[config.mk]
export PLATFORM = sky130hd
export DESIGN_NAME = seven_seg_scan_ctrl
export DESIGN_NICKNAME = d
export VERILOG_FILES = /design/src/rtl/seven_seg_scan_ctrl.sv
export SDC_FILE = /design/constraint.sdc
export NUM_CORES = 1
export LEC_CHECK = 0
export BUFFER_PORTS_ARGS = -buffer_cell sky130_fd_sc_hd__buf_2
export CAP_MARGIN = 30
export CORE_MARGIN = 4
export CORE_UTILIZATION = 45
export CTS_CLUSTER_DIAMETER = 40
export CTS_CLUSTER_SIZE = 40
export DETAILED_ROUTE_END_ITERATION = 12
export MAX_ROUTING_LAYER = met4
export PLACE_DENSITY = 0.74
export SLEW_MARGIN = 0
export SYNTH_ARGS = -nofsm -noshare
export SYNTH_HDL_FRONTEND = slang
export SYNTH_SLANG_ARGS = --single-unit
[constraint.sdc]
create_clock -name clk -period 5.4 [get_ports clk]
set_input_delay 0.81 -clock clk [delete_from_list [all_inputs] [get_ports clk]]
set_output_delay 0.81 -clock clk [all_outputs]
set_load 0.01 [all_outputs]
[src/rtl/seven_seg_scan_ctrl.sv]
// seven_seg_scan_ctrl: four-digit multiplexed 7-segment scan controller.
// Rotates the active-low anodes and feeds each digit's BCD nibble to an
// external decoder. Each slot starts with a dead-time gap. Digits can be
// disabled individually or blanked as leading zeros. New values are double
// buffered and only become visible at a frame boundary.
// Optional macro SEVSEG_BLINK_EN adds blink_mask and a blink phase counter.
module seven_seg_scan_ctrl #(
  parameter int REFRESH_DIV = 100000,
  parameter int DEAD_CYCLES = 4,
  parameter int BLINK_DIV   = 50000000
) (
  input  logic        clk,
  input  logic        rst,
  input  logic        load_valid,
  output logic        load_ready,
  input  logic [15:0] load_data,
  input  logic [3:0]  digit_en,
  input  logic        lz_en,
  output logic [3:0]  digit_code,
  output logic [3:0]  an,
  output logic [1:0]  digit_idx,
  output logic        frame_tick
`ifdef SEVSEG_BLINK_EN
  ,
  input  logic [3:0]  blink_mask
`endif
);

  localparam int CW = (REFRESH_DIV > 2) ? $clog2(REFRESH_DIV) : 1;
  localparam logic [CW-1:0] CNT_LAST = CW'(REFRESH_DIV - 1);
  localparam logic [CW-1:0] CNT_DEAD = CW'(DEAD_CYCLES);

  if (REFRESH_DIV < 4 || DEAD_CYCLES >= REFRESH_DIV || BLINK_DIV < 1) begin : g_param_check
    $error("seven_seg_scan_ctrl: illegal REFRESH_DIV/DEAD_CYCLES/BLINK_DIV");
  end

  typedef enum logic {ST_DEAD, ST_SCAN} state_t;

  state_t        state, state_n;
  logic [CW-1:0] cnt, cnt_n;
  logic [1:0]    idx_n;
  logic [15:0]   active, active_n;
  logic [15:0]   pend, pend_n;
  logic          pend_full, pend_full_n;
  logic [3:0]    an_n;
  logic [3:0]    code_n;
  logic          last_slot, wrap, accept;
  logic [3:0]    nib_n;
  logic          lz_blank, blink_blank, blank;

  assign load_ready = ~pend_full;

`ifdef SEVSEG_BLINK_EN
  localparam int BW = (BLINK_DIV > 1) ? $clog2(BLINK_DIV) : 1;
  localparam logic [BW-1:0] BLINK_LAST = BW'(BLINK_DIV - 1);

  logic [BW-1:0] blink_cnt;
  logic          blink_hide;
  logic          blink_hide_n;

  assign blink_hide_n = (blink_cnt == BLINK_LAST) ? ~blink_hide : blink_hide;
  // Blanking looks at the phase that will hold during the next cycle, so it
  // lines up with the registered anode value.
  assign blink_blank  = blink_hide_n & blink_mask[idx_n];

  // Free-running blink phase: visible half first, then hidden half.
  always_ff @(posedge clk) begin
    if (rst) begin
      blink_cnt  <= '0;
      blink_hide <= 1'b0;
    end else begin
      blink_cnt  <= (blink_cnt == BLINK_LAST) ? '0 : blink_cnt + BW'(1);
      blink_hide <= blink_hide_n;
    end
  end
`else
  assign blink_blank = 1'b0;
`endif

  // Next-state: slot timing, buffer handoff, blanking and registered outputs.
  // Outputs are computed from next-cycle values so they align with the counter.
  always_comb begin
    last_slot   = (cnt == CNT_LAST);
    wrap        = last_slot && (digit_idx == 2'd3);
    cnt_n       = last_slot ? '0 : cnt + CW'(1);
    idx_n       = last_slot ? digit_idx + 2'd1 : digit_idx;
    accept      = load_valid && load_ready;

    active_n    = active;
    pend_n      = pend;
    pend_full_n = pend_full;
    // A load coinciding with the frame wrap skips the pending buffer.
    if (wrap && accept) begin
      active_n = load_data;
    end else if (wrap && pend_full) begin
      active_n    = pend;
      pend_full_n = 1'b0;
    end else if (accept) begin
      pend_n      = load_data;
      pend_full_n = 1'b1;
    end

    nib_n = active_n[{idx_n, 2'b00} +: 4];

    lz_blank = 1'b0;
    if (lz_en) begin
      case (idx_n)
        2'd1:    lz_blank = (active_n[15:4]  == '0);
        2'd2:    lz_blank = (active_n[15:8]  == '0);
        2'd3:    lz_blank = (active_n[15:12] == '0);
        default: lz_blank = 1'b0;
      endcase
    end
    blank = ~digit_en[idx_n] | lz_blank | blink_blank;

    state_n = state;
    case (state)
      ST_DEAD: if (cnt_n >= CNT_DEAD) state_n = ST_SCAN;
      ST_SCAN: if (last_slot && CNT_DEAD != '0) state_n = ST_DEAD;
      default: state_n = ST_DEAD;
    endcase

    an_n = '1;
    if (state_n == ST_SCAN && !blank) an_n[idx_n] = 1'b0;

    code_n = (cnt_n == '0) ? nib_n : digit_code;
  end

  // State and output registers.
  always_ff @(posedge clk) begin
    if (rst) begin
      state      <= ST_DEAD;
      cnt        <= '0;
      digit_idx  <= '0;
      active     <= '0;
      pend       <= '0;
      pend_full  <= 1'b0;
      an         <= '1;
      digit_code <= '0;
      frame_tick <= 1'b0;
    end else begin
      state      <= state_n;
      cnt        <= cnt_n;
      digit_idx  <= idx_n;
      active     <= active_n;
      pend       <= pend_n;
      pend_full  <= pend_full_n;
      an         <= an_n;
      digit_code <= code_n;
      frame_tick <= wrap;
    end
  end

endmodule

# Word level (Yosys, flattened, before mapping)
# Cells that the tools add are included.
totals:
  register_bits: 62
  inputBits: 24
  wordCells: 58
op_classes:
  n_addsub: 2
  order_cmp: 3
  n_eq_ne: 5
  shifts: 1
  muxes: 15
  bitwise: 8
  reduce_logical: 15
op_table:
  columns: ["cell", "count"]
  rows:
  - ["$mux 16", 2]
  - ["$add 17x1->17 const B", 1]
  - ["$eq 17x17->1 const B", 1]
  - ["$ge 17x3->1 const B", 1]
  - ["$logic_not 17->1", 1]
  - ["$mux 17", 1]
  - ["$shiftx 16x5->4", 1]
  - ["$logic_not 12->1", 1]
  - ["$logic_not 8->1", 1]
  - ["$mux 1", 7]
  - ["$eq 2x2->1 const B", 3]
  - ["$logic_and 1x1->1", 6]
  - ["$not 1->1", 6]
  - ["$logic_not 4->1", 1]
  - ["$not 4->4", 1]
  - ["$lt 2x3->1 const B", 1]
  - ["$pmux 1 s3", 1]
  - ["$reduce_and 3->1", 1]
  - ["$add 2x1->2 const B", 1]
  - ["$bmux 1 s2", 1]
  - ["$demux 1 s2", 1]
  - ["$eq 2x1->1 const B", 1]
  - ["$ge 2x1->1 const B", 1]
  - ["$mux 2", 1]
  - ["6 further kinds", 6]

# Longest topological paths before layout
# Gate-level depths: netlist of run 1.
logic_depth:
  word_depth: 13
  depth_mapped: 10
  mapped_depth_nobuf: 8

# Least setup slack after synthesis of run 1
# No wires, ideal clock.
synth_timing:
  path_kind: "reg-to-reg"
  start: "register cnt[0]"
  end: "register digit_code[0]"
  setup_time_ns: 0.135
  arrival_ns: 2.412
  t_required_ns: 5.265
  path_slack_ns: 2.853
  path_stages_with_launch: 9
  synth_period_minus_slack_ns: 2.547
  path_cell_list: "dfxtp_1 ha_1 nand4_1 nor4_1 xor2_1 or4_4 o41ai_4 and2_2 a211oi_2"
synth_between:
  elab_chain_cells: 6
synth_lines:
  columns: ["element", "line_no", "source"]
  rows:
  - ["from (decl)", "40", "logic [CW-1:0] cnt, cnt_n;"]
  - ["from (signal assigned)", "143", "cnt <= cnt_n;"]
  - ["$eq 17x17->1", "83", "last_slot = (cnt == CNT_LAST);"]
  - ["$logic_and 1x1->1", "84", "wrap = last_slot && (digit_idx == 2'd3);"]
  - ["$logic_and 1x1->1", "95", "end else if (wrap && pend_full) begin"]
  - ["$mux 16", "95", null]
  - ["$mux 16", "93", "if (wrap && accept) begin"]
  - ["$shiftx 16x5->4", "103", "nib_n = active_n[{idx_n, 2'b00} +: 4];"]
  - ["to (signal assigned)", "149", "digit_code <= code_n;"]
  - ["to (decl)", "19", "output logic [3:0] digit_code,"]
# Several ways; a longest one is shown, not always the timed one.
# A chain may end at the register's enable or synchronous reset.

# Final worst setup path of run 1
layout_timing:
  start: "register cnt[0]"
  end: "register an[1]"
layout_between:
  elab_chain_cells: 13
layout_lines:
  columns: ["element", "line_no", "source"]
  rows:
  - ["branches (longest 13 deep; another with $add 17x1->17)", null, null]
  - ["to (signal assigned)", "148", "an <= an_n;"]
  - ["to (decl)", "20", "output logic [3:0] an,"]
# Several ways; the timed one is not identified. The select of a mux whose other input is x is not followed.

==> flow_summary.json, run 1 <==
{
  "status": "finished clean",
  "cts_buffer_depth": 2,
  "synth_top_area_share": 0.359,
  "min_period_over_period": 0.658,
  "vias_per_cell": 5.95,
  "grt_max_degree": 53,
  "finalHoldViolations": 0,
  "rsz0062_at_grt": "no",
  "final_cells": 549,
  "drtPass1Iterations": 6,
  "drive_above_1_share": 0.162,
  "num_vias": 3269,
  "antenna_found_initial": 0,
  "path_max_fanout": 15,
  "grt_pass1_vias": 3028,
  "synth.yosys.seq_area_share": 0.359,
  "die_w_um": 95.7,
  "drt_iter0_markers": 257,
  "die_y_um": 95.7,
  "postCtsHoldBufs": 0,
  "fin_crit_ps": 3550,
  "wl_per_cell_um": 17.0,
  "cts_made_buffers": 9,
  "ys_seq_elements": 62,
  "start_kind": "flop",
  "grt_pass1_wl_um": 15400,
  "num_rows": 31,
  "synth_cells": 429,
  "start_util": 0.470,
  "worstMarginPinSlew_ps": 1000,
  "endpoint_kind": "flop",
  "post-cts-setup-buffers": 0,
  "fin_hold_ws_ps": 457,
  "dieArea_mm2": 0.00916,
  "powerDensity_mw_per_mm2": 252,
  "crit_arrival_ps": 3820,
  "cts_tree": "yes",
  "postLayoutCellArea_mm2": 0.00381,
  "synth_area_mm2": 0.00346,
  "drv_cap": 0,
  "core_mm2": 0.00737,
  "ys_types": 62,
  "cts_resized": 0,
  "criticalPathCategory": "flop to flop",
  "dp_hpwl_um": 6790,
  "required_ps": 5670,
  "final_nets": 472,
  "track_usage": 0.224,
  "portBuffers": 35,
  "ctsHtreeMaxLevel": 3,
  "fin_skew_ps": 11.2,
  "fmax_mhz": 281,
  "area_growth_pct": 10.2,
  "diodes": 0,
  "placed_cells": 534,
  "synth_top_area_cell": "dfxtp_1",
  "yosysWarnings": 0,
  "finalSetupViolCount": 0,
  "hold_path.class": "flop to flop",
  "wl_um": 9340,
  "netlist_top_cells_area": "dfxtp_1 36%, nand2_1 5.6%, nand3_1 4.6%, nor2_1 4.4%, a21oi_1 4.0%",
  "design.portCount": 36,
  "cts.sinks": 62,
  "drcViolationCount": 0,
  "cts_root_buffer": "clkbuf_8",
  "antenna_left": 0,
  "dpl_cell_area_mm2": 0.00362,
  "place_congestion": 0.967,
  "fin_tns_setup_ps": 0,
  "syn_nets": 455,
  "syn_area_per_cell_um2": 8.07,
  "leakage_uw": 0.00141,
  "max_slew_margin": 0.330,
  "clk_pin_slew_ps": 70,
  "synthArstFlopShare": 0,
  "ir_drop_uv": 134,
  "synthFlopType": "dfxtp_1",
  "report.final.slew_viol_count": 0,
  "clk_latency_ps": 340,
  "synth_edf_count": 0,
  "grt_overflow_total": 0
}
[worst max-delay path, cell delays in order (launching register included)]
cell	delay, ps
dfxtp_1	390
ha_1	300
nand4_1	230
nor3b_2	610
buf_4	300
nand3_1	430
a2bb2oi_1	310
a211oi_1	520
nand4_1	180
o211ai_1	190
[synthesized netlist by cell type (4+ instances only)]
cell type and count:
dfxtp_1 62, nand2_1 52, nor2_1 41, nand3_1 32, a21oi_1 28, nor3_1 18
clkbuf_1 15, o21ai_0 15, a211oi_1 10, mux2i_1 10, xor2_1 10, nor4_1 9
and3_1 8, buf_2 7, inv_1 7, nor2b_1 7, xnor2_1 7, nand4_1 6
buf_4 5, o211ai_1 5, o22ai_1 5, a211o_1 4, a41oi_1 4, o221a_2 4
[cell type report]
| cell class | instances | area, µm² |
|---|---|---|
| fill | 750 | 3560 |
| multi-input combinational | 329 | 2050 |
| sequential | 62 | 1240 |
| timing repair buffer | 36 | 183 |
| clock buffer | 11 | 141 |
| tap | 99 | 124 |
| clock inverter | 4 | 47.5 |
| inverter | 8 | 30.0 |
[layer usage]
layer | vias to the layer above | global-route usage | wire, µm
li1 | 1606 | - | -
met1 | 1539 | 0.310 | 4460
met2 | 108 | 0.313 | 4110
met3 | 16 | 0.0414 | 569
met4 | 0 | 0.108 | 199
met5 | - | - | 0
[placed cells by master, fill, tap and decap left out, drive strengths merged, types with 3 or more instances in the layout]
| master | netlist | final |
|---|---|---|
| nand4 | 7 | 7 |
| clkbuf | 16 | 11 |
| nand2 | 52 | 52 |
| a211o | 4 | 4 |
| xor2 | 10 | 10 |
| or4 | 4 | 4 |
| clkinv | 1 | 3 |
| nor3 | 20 | 20 |
| and3 | 8 | 8 |
| buf | 14 | 36 |
| nor2b | 7 | 7 |
| a41oi | 4 | 4 |
| nand3 | 33 | 33 |
| o22ai | 5 | 5 |
| a21oi | 28 | 28 |
| o21ai | 16 | 16 |
| nor3b | 4 | 4 |
| a21o | 3 | 3 |
| and2 | 3 | 3 |
| o221a | 4 | 4 |
| mux2i | 10 | 10 |
| nor4 | 9 | 9 |
| a211oi | 13 | 13 |
| xnor2 | 7 | 7 |
| a32oi | 3 | 3 |
| o211ai | 5 | 5 |
| dfxtp | 62 | 62 |
| inv | 7 | 7 |
| nor2 | 41 | 41 |
[power breakdown]
part           total, µW  internal [µW]  switching, µW
clock                401            222            179
sequential           482            470           11.8
combinational       77.1           31.0           46.1
[kinds of logic (layout without fill, tap and decap cells)]
group | after synthesis | in the layout | synth area share
AOI/OAI and AO/OA | 98 | 98 | 0.201
xor gates and xnor gates | 17 | 17 | 0.0430
adders and majority gates | 2 | 2 | 0.00723
buffers and inverters | 38 | 59 | 0.0517
DFF | 62 | 62 | 0.359
muxes | 12 | 12 | 0.0398
and+or+nand+nor | 200 | 200 | 0.299
[path summary, 6_finish.rpt]
path,cells past startpoint,slack [ps],start,endpoint
worst max register to register,9,1850,cnt[0]$_SDFF_PP0_,an[1]$_SDFF_PP1_
worst min register to register,2,460,pend[4]$_SDFFE_PP0P_,pend[4]$_SDFFE_PP0P_
worst max-delay path,9,1850,cnt[0]$_SDFF_PP0_,an[1]$_SDFF_PP1_
worst min-delay path,2,460,pend[4]$_SDFFE_PP0P_,pend[4]$_SDFFE_PP0P_
[stage by stage]
stage | util | power, µW | setup WS (ps)
3_3_place_gp | 0.492 | 567 | 2210
3_5_place_dp | 0.492 | 569 | 2000
6_report | 0.517 | 960 | 1850
4_1_cts | 0.517 | 966 | 1950
5_1_grt | 0.517 | 994 | 1540
2_1_floorplan | - | 540 | 2850
[registers in the layout, summed over array words and instances (netlist names)]
register    count
cnt            17
an              4
digit_code      4
pend_full       1
state           1
frame_tick      1
active         16
pend           16
digit_idx       2
No activity file was read; power rests on OpenSTA's default activity.
==> inputs of run 2 (changes only) <==
==> constraint.sdc (replaced) <==
create_clock -name clk -period 3.7 [get_ports clk]
set_input_delay 0.555 -clock clk [delete_from_list [all_inputs] [get_ports clk]]
set_output_delay 0.555 -clock clk [all_outputs]
set_load 0.01 [all_outputs]
==> run 2 against run 1 <==
Net effect:
- sequential share of layout area shrank 0.50 points
- worst setup slack worse by 1300 ps
- highest routed layer unchanged
- critical path depth down 1
- largest power group unchanged
==> flow_summary.json, run 2 (same netlist as run 1, synthesis figures left out) <==
{
  "status": "finished clean",
  "clk_latency_ps": 350,
  "met2_usage": 0.338,
  "final_nets": 476,
  "worstMarginPinSlew_ps": 998,
  "rsz0062_at_grt": "no",
  "core_mm2": 0.00737,
  "final_common_cell": "dfxtp_1",
  "diodes": 0,
  "crit_arrival_ps": 3300,
  "largestRegisters": "cnt x17, active x16, pend x16",
  "design.portCount": 36,
  "combPwrFrac": 0.078,
  "cts_buffer_depth": 2,
  "power.internal_uw": 1110,
  "worst-path-buf-inv": 0,
  "criticalPathCategory": "flop to flop",
  "mostFrequentLayoutCells": "62 x dfxtp_1, 52 x nand2_1, 41 x nor2_1",
  "num_vias": 3354,
  "largest_reg_flops": 17,
  "postLayoutCellArea_mm2": 0.00387,
  "cts_tree": "yes",
  "place_congestion": 1.04,
  "ctsHtreeMaxLevel": 3,
  "finalSetupViolCount": 0,
  "pwr-share-seq": 0.480,
  "start_util": 0.470,
  "grt_pass1_wl_um": 15900,
  "drive_above_1_share": 0.174,
  "grt_overflow_total": 0,
  "wl_per_cell_um": 17.4,
  "regMostFlops": "cnt",
  "drtPass1Iterations": 5,
  "cts_root_buffer": "clkbuf_8",
  "cpPeakStageDelay_ps": 490,
  "num_rows": 31,
  "fin_tns_setup_ps": 0,
  "grt_max_degree": 53,
  "dpl_cell_area_mm2": 0.00365,
  "track_usage": 0.232,
  "required_ps": 3890,
  "r2r_slack_ps": 590,
  "postCtsHoldBufs": 0,
  "switching_share": 0.240,
  "met3_usage": 0.0579,
  "dieArea_mm2": 0.00916,
  "clk_pin_slew_ps": 70,
  "cp_cell_sequence": "ha_1 > and4_1 > nand4_4 > o21ai_0 > and2_1 > o211ai_1 > a32oi_1 > a211oi_2",
  "dp_hpwl_um": 6850,
  "final_cells": 554,
  "cts.sinks": 62,
  "die_w_um": 95.7,
  "path_max_fanout": 18,
  "power_frac_clock": 0.443,
  "fin_skew_ps": 7.69,
  "drcViolationCount": 0,
  "slowest_stage": "o21ai_0",
  "fin_crit_ps": 3110,
  "post-cts-setup-buffers": 0,
  "fillers": 728,
  "min_period_over_period": 0.841,
  "antenna_left": 0,
  "grt_util_met1": 0.312,
  "vias_per_cell": 6.05,
  "drv_cap": 0,
  "antenna_found_initial": 0,
  "hold_path.class": "input pin to flop",
  "drt_iter0_markers": 312,
  "area_growth_pct": 11.9,
  "start_kind": "flop",
  "cts_resized": 0,
  "die_y_um": 95.7,
  "fmax_mhz": 321,
  "placed_cells": 538,
  "report.final.slew_viol_count": 0,
  "portBuffers": 35,
  "crit_family": "compound AO/OA/AOI/OAI gates",
  "grt_pass1_vias": 3093,
  "cts_made_buffers": 9,
  "endpoint_kind": "flop",
  "max_slew_margin": 0.335,
  "wl_um": 9670,
  "ir_drop_uv": 186,
  "finalHoldViolations": 0,
  "leakage_uw": 0.00145,
  "powerDensity_mw_per_mm2": 379,
  "p_switching_uw": 353,
  "top_usage_layer": "met2"
}
## run 2: area by class of cell
class,count,area [µm²],share of cell area
Multi-Input combinational cell,329,2050,0.528
Inverter,8,30.0,0.00775
Clock inverter,3,40.0,0.0103
Timing Repair Buffer,40,213,0.0549
Clock buffer,13,179,0.0462
Tap cell,99,124,0.0320
Sequential cell,62,1240,0.321
## run 2: tightest hold or removal path, stage by stage
cell     delay (ps)
buf_2           110
nand2_1          50
a21oi_1          50
## run 2: power by group through the flow
stage	clock (µW)	sequential, µW	combinational (µW)
5_1_grt	689	705	128
3_5_place_dp	0	718	113
6_report	650	704	114
4_1_cts	658	703	114
3_3_place_gp	0	717	111
2_1_floorplan	0	712	76.2
## run 2: path summary, 6_finish.rpt
kind | startpoint | end | cells past startpoint
setup reg to reg | cnt[0]$_SDFF_PP0_ | digit_code[2]$_SDFFE_PP0N_ | 8
hold reg to reg | pend[7]$_SDFFE_PP0P_ | pend[7]$_SDFFE_PP0P_ | 2
hold / removal | load_data[11] | pend[11]$_SDFFE_PP0P_ | 3
setup / recovery | cnt[0]$_SDFF_PP0_ | digit_code[2]$_SDFFE_PP0N_ | 8
## run 2: per-layer routing
layer | part of all wire | routed length [µm]
met5 | 0 | 0
met4 | 0.020 | 198
met3 | 0.079 | 759
met2 | 0.44 | 4230
met1 | 0.46 | 4480
## run 2: per-stage QoR
step | util | total power (µW) | hold slack, ps | setup WS [ps]
2_1_floorplan | - | 788 | 432 | 1150
3_3_place_gp | 0.496 | 828 | 446 | 715
3_5_place_dp | 0.496 | 831 | 449 | 660
4_1_cts | 0.525 | 1480 | 444 | 623
5_1_grt | 0.525 | 1520 | 457 | 387
6_report | 0.525 | 1470 | 453 | 589
==> inputs of run 3 (changes only) <==
--- a/config.mk
+++ b/config.mk
@@ -5,6 +5,7 @@
 export SDC_FILE = /design/constraint.sdc
 export NUM_CORES = 1
 export LEC_CHECK = 0
+export ABC_AREA = 1
 export BUFFER_PORTS_ARGS = -buffer_cell sky130_fd_sc_hd__buf_2
 export CAP_MARGIN = 30
 export CORE_MARGIN = 4
==> constraint.sdc (replaced) <==
create_clock -name clk -period 3.2 [get_ports clk]
set_input_delay 0.48 -clock clk [delete_from_list [all_inputs] [get_ports clk]]
set_output_delay 0.48 -clock clk [all_outputs]
set_load 0.01 [all_outputs]
==> run 3 against run 2 <==
Net effect:
- register-to-register slack gained 110 ps
- power grew 7.7%
- worst setup slack gained 110 ps
- core utilization grew 0.46 points
- critical endpoint is now an[0]$_SDFF_PP1_
- largest cell class unchanged
==> flow_summary.json, run 3 <==
{
  "status": "finished clean",
  "wl_um": 7820,
  "antenna_left": 0,
  "wl_per_cell_um": 12.9,
  "synthArstFlopShare": 0,
  "grt_pass1_vias": 3039,
  "clk_latency_ps": 340,
  "synth_top_area_share": 0.383,
  "fin_skew_ps": 7.64,
  "post-cts-setup-buffers": 0,
  "synth_cells": 475,
  "endpoint_kind": "flop",
  "syn_nets": 501,
  "cts_root_buffer": "clkbuf_8",
  "diodes": 0,
  "final_common_cell": "nand2_1",
  "powerDensity_mw_per_mm2": 432,
  "drtPass1Iterations": 4,
  "largestRegisters": "cnt x17, active x16, pend x16",
  "die_y_um": 92.9,
  "synthTopCellsByCount": "113 x nand2_1, 65 x nor2_1, 62 x dfxtp_1",
  "core_mm2": 0.00691,
  "required_ps": 3390,
  "yosysWarnings": 0,
  "path_max_fanout": 13,
  "yosysMostFrequentCell": "nand2_1",
  "postCtsHoldBufs": 0,
  "start_util": 0.470,
  "ir_drop_uv": 238,
  "cts_buffer_depth": 2,
  "mostFrequentLayoutCells": "113 x nand2_1, 65 x nor2_1, 62 x dfxtp_1",
  "ys_types": 37,
  "fmax_mhz": 399,
  "cts.sinks": 62,
  "leakage_uw": 0.00170,
  "postLayoutCellArea_mm2": 0.00366,
  "track_usage": 0.199,
  "regToRegStartpoint": "cnt[0]$_SDFF_PP0_",
  "synth_area_mm2": 0.00324,
  "synth_edf_count": 0,
  "vias_per_cell": 5.13,
  "fin_crit_ps": 2500,
  "area_growth_pct": 12.9,
  "start_kind": "flop",
  "report.final.slew_viol_count": 0,
  "dp_hpwl_um": 5890,
  "worstMarginPinSlew_ps": 575,
  "synthFlopType": "dfxtp_1",
  "antenna_found_initial": 0,
  "cts_resized": 0,
  "cts_tree": "yes",
  "clk_pin_slew_ps": 70,
  "synth_top_area_cell": "dfxtp_1",
  "endpoint": "an[0]$_SDFF_PP1_",
  "hold_path.class": "input pin to flop",
  "drive_above_1_share": 0.172,
  "num_vias": 3117,
  "ctsHtreeMaxLevel": 3,
  "r2r_slack_ps": 700,
  "finalSetupViolCount": 0,
  "grt_max_degree": 39,
  "fillers": 718,
  "netlist_top_cells_area": "dfxtp_1 38%, nand2_1 13%, nand3_1 8.3%, nor2_1 7.5%, inv_1 6.1%",
  "grt_overflow_total": 0,
  "timing.critical_path.from": "cnt[0]$_SDFF_PP0_",
  "rsz0062_at_grt": "no",
  "max_slew_margin": 0.615,
  "fin_tns_setup_ps": 0,
  "final_nets": 535,
  "grt_pass1_wl_um": 13300,
  "largest_reg_flops": 17,
  "cts_made_buffers": 9,
  "criticalPathCategory": "flop to flop",
  "drv_cap": 0,
  "synth.yosys.seq_area_share": 0.383,
  "min_period_over_period": 0.782,
  "dpl_cell_area_mm2": 0.00348,
  "dieArea_mm2": 0.00863,
  "r2r-end": "an[0]$_SDFF_PP1_",
  "finalHoldViolations": 0,
  "place_congestion": 0.924,
  "rr_worst_depth": 10,
  "regMostFlops": "cnt",
  "num_rows": 30,
  "syn_area_per_cell_um2": 6.83,
  "ys_seq_elements": 62,
  "design.portCount": 36,
  "crit_arrival_ps": 2700,
  "drcViolationCount": 0,
  "portBuffers": 35,
  "drt_iter0_markers": 148,
  "die_w_um": 92.9
}
run 3: area by class of cell:
cell class / count / area [µm²] / share of cell area
inverter: 62 / 233 / 0.0636
tap: 96 / 120 / 0.0328
clock buffer: 9 / 124 / 0.0338
timing repair buffer: 38 / 198 / 0.0540
sequential: 62 / 1240 / 0.339
multi-input combinational: 336 / 1690 / 0.462
clock inverter: 5 / 52.6 / 0.0144
run 3: critical path, stage by stage, from the launching register on:
cell and delay (ps):
dfxtp_1 370, ha_1 230, nand3_2 130, nor2_2 180, nand3_4 260, nand2_1 200, o21ai_4 90, nor2_1 470
a21oi_2 150, nor2_4 160, nand3_1 100
run 3: metrics by stage:
| stage | cells | util | setup WS [ps] | total power [µW] | hold WS, ps |
|---|---|---|---|---|---|
| floorplan | 475 | - | 1140 | 904 | 430 |
| global placement | 594 | 0.505 | 818 | 945 | 452 |
| detailed placement | 594 | 0.505 | 725 | 949 | 453 |
| CTS | 608 | 0.530 | 700 | 1590 | 365 |
| global route | 608 | 0.530 | 455 | 1650 | 386 |
| finish | 608 | 0.530 | 697 | 1580 | 372 |
run 3: logic make-up (layout without fill, tap and decap cells):
logic type / after synthesis / in the layout / share of synthesized area
DFF: 62 / 62 / 0.383
AOI/OAI and AO/OA: 49 / 49 / 0.0822
xor gates and xnor gates: 7 / 7 / 0.0270
adders and majority gates: 2 / 2 / 0.00771
and+or+nand+nor: 278 / 278 / 0.405
buffers and inverters: 77 / 114 / 0.0953
run 3: report_power, final:
group	switching, µW	internal (µW)	total, µW
registers	12.9	800	813
logic	74.5	44.7	119
clock network	303	346	649
run 3: worst min-delay path by stage:
stage	start	endpoint	slack (ps)	depth (start not counted)
after floorplan	pend[10]$_SDFFE_PP0P_	pend[10]$_SDFFE_PP0P_	430	2
after global placement	pend[6]$_SDFFE_PP0P_	pend[6]$_SDFFE_PP0P_	450	2
after detailed placement	pend[6]$_SDFFE_PP0P_	pend[6]$_SDFFE_PP0P_	450	2
after CTS	load_data[1]	pend[1]$_SDFFE_PP0P_	370	3
after global routing	load_data[1]	pend[1]$_SDFFE_PP0P_	390	3
final	load_data[1]	pend[1]$_SDFFE_PP0P_	370	3
run 3: layer usage:
layer	part of all wire	global-route usage	vias up
met3	0.051	0.0406	16
li1	-	-	1582
met4	0.026	0.0989	0
met2	0.49	0.341	84
met1	0.43	0.218	1435
met5	0	-	-
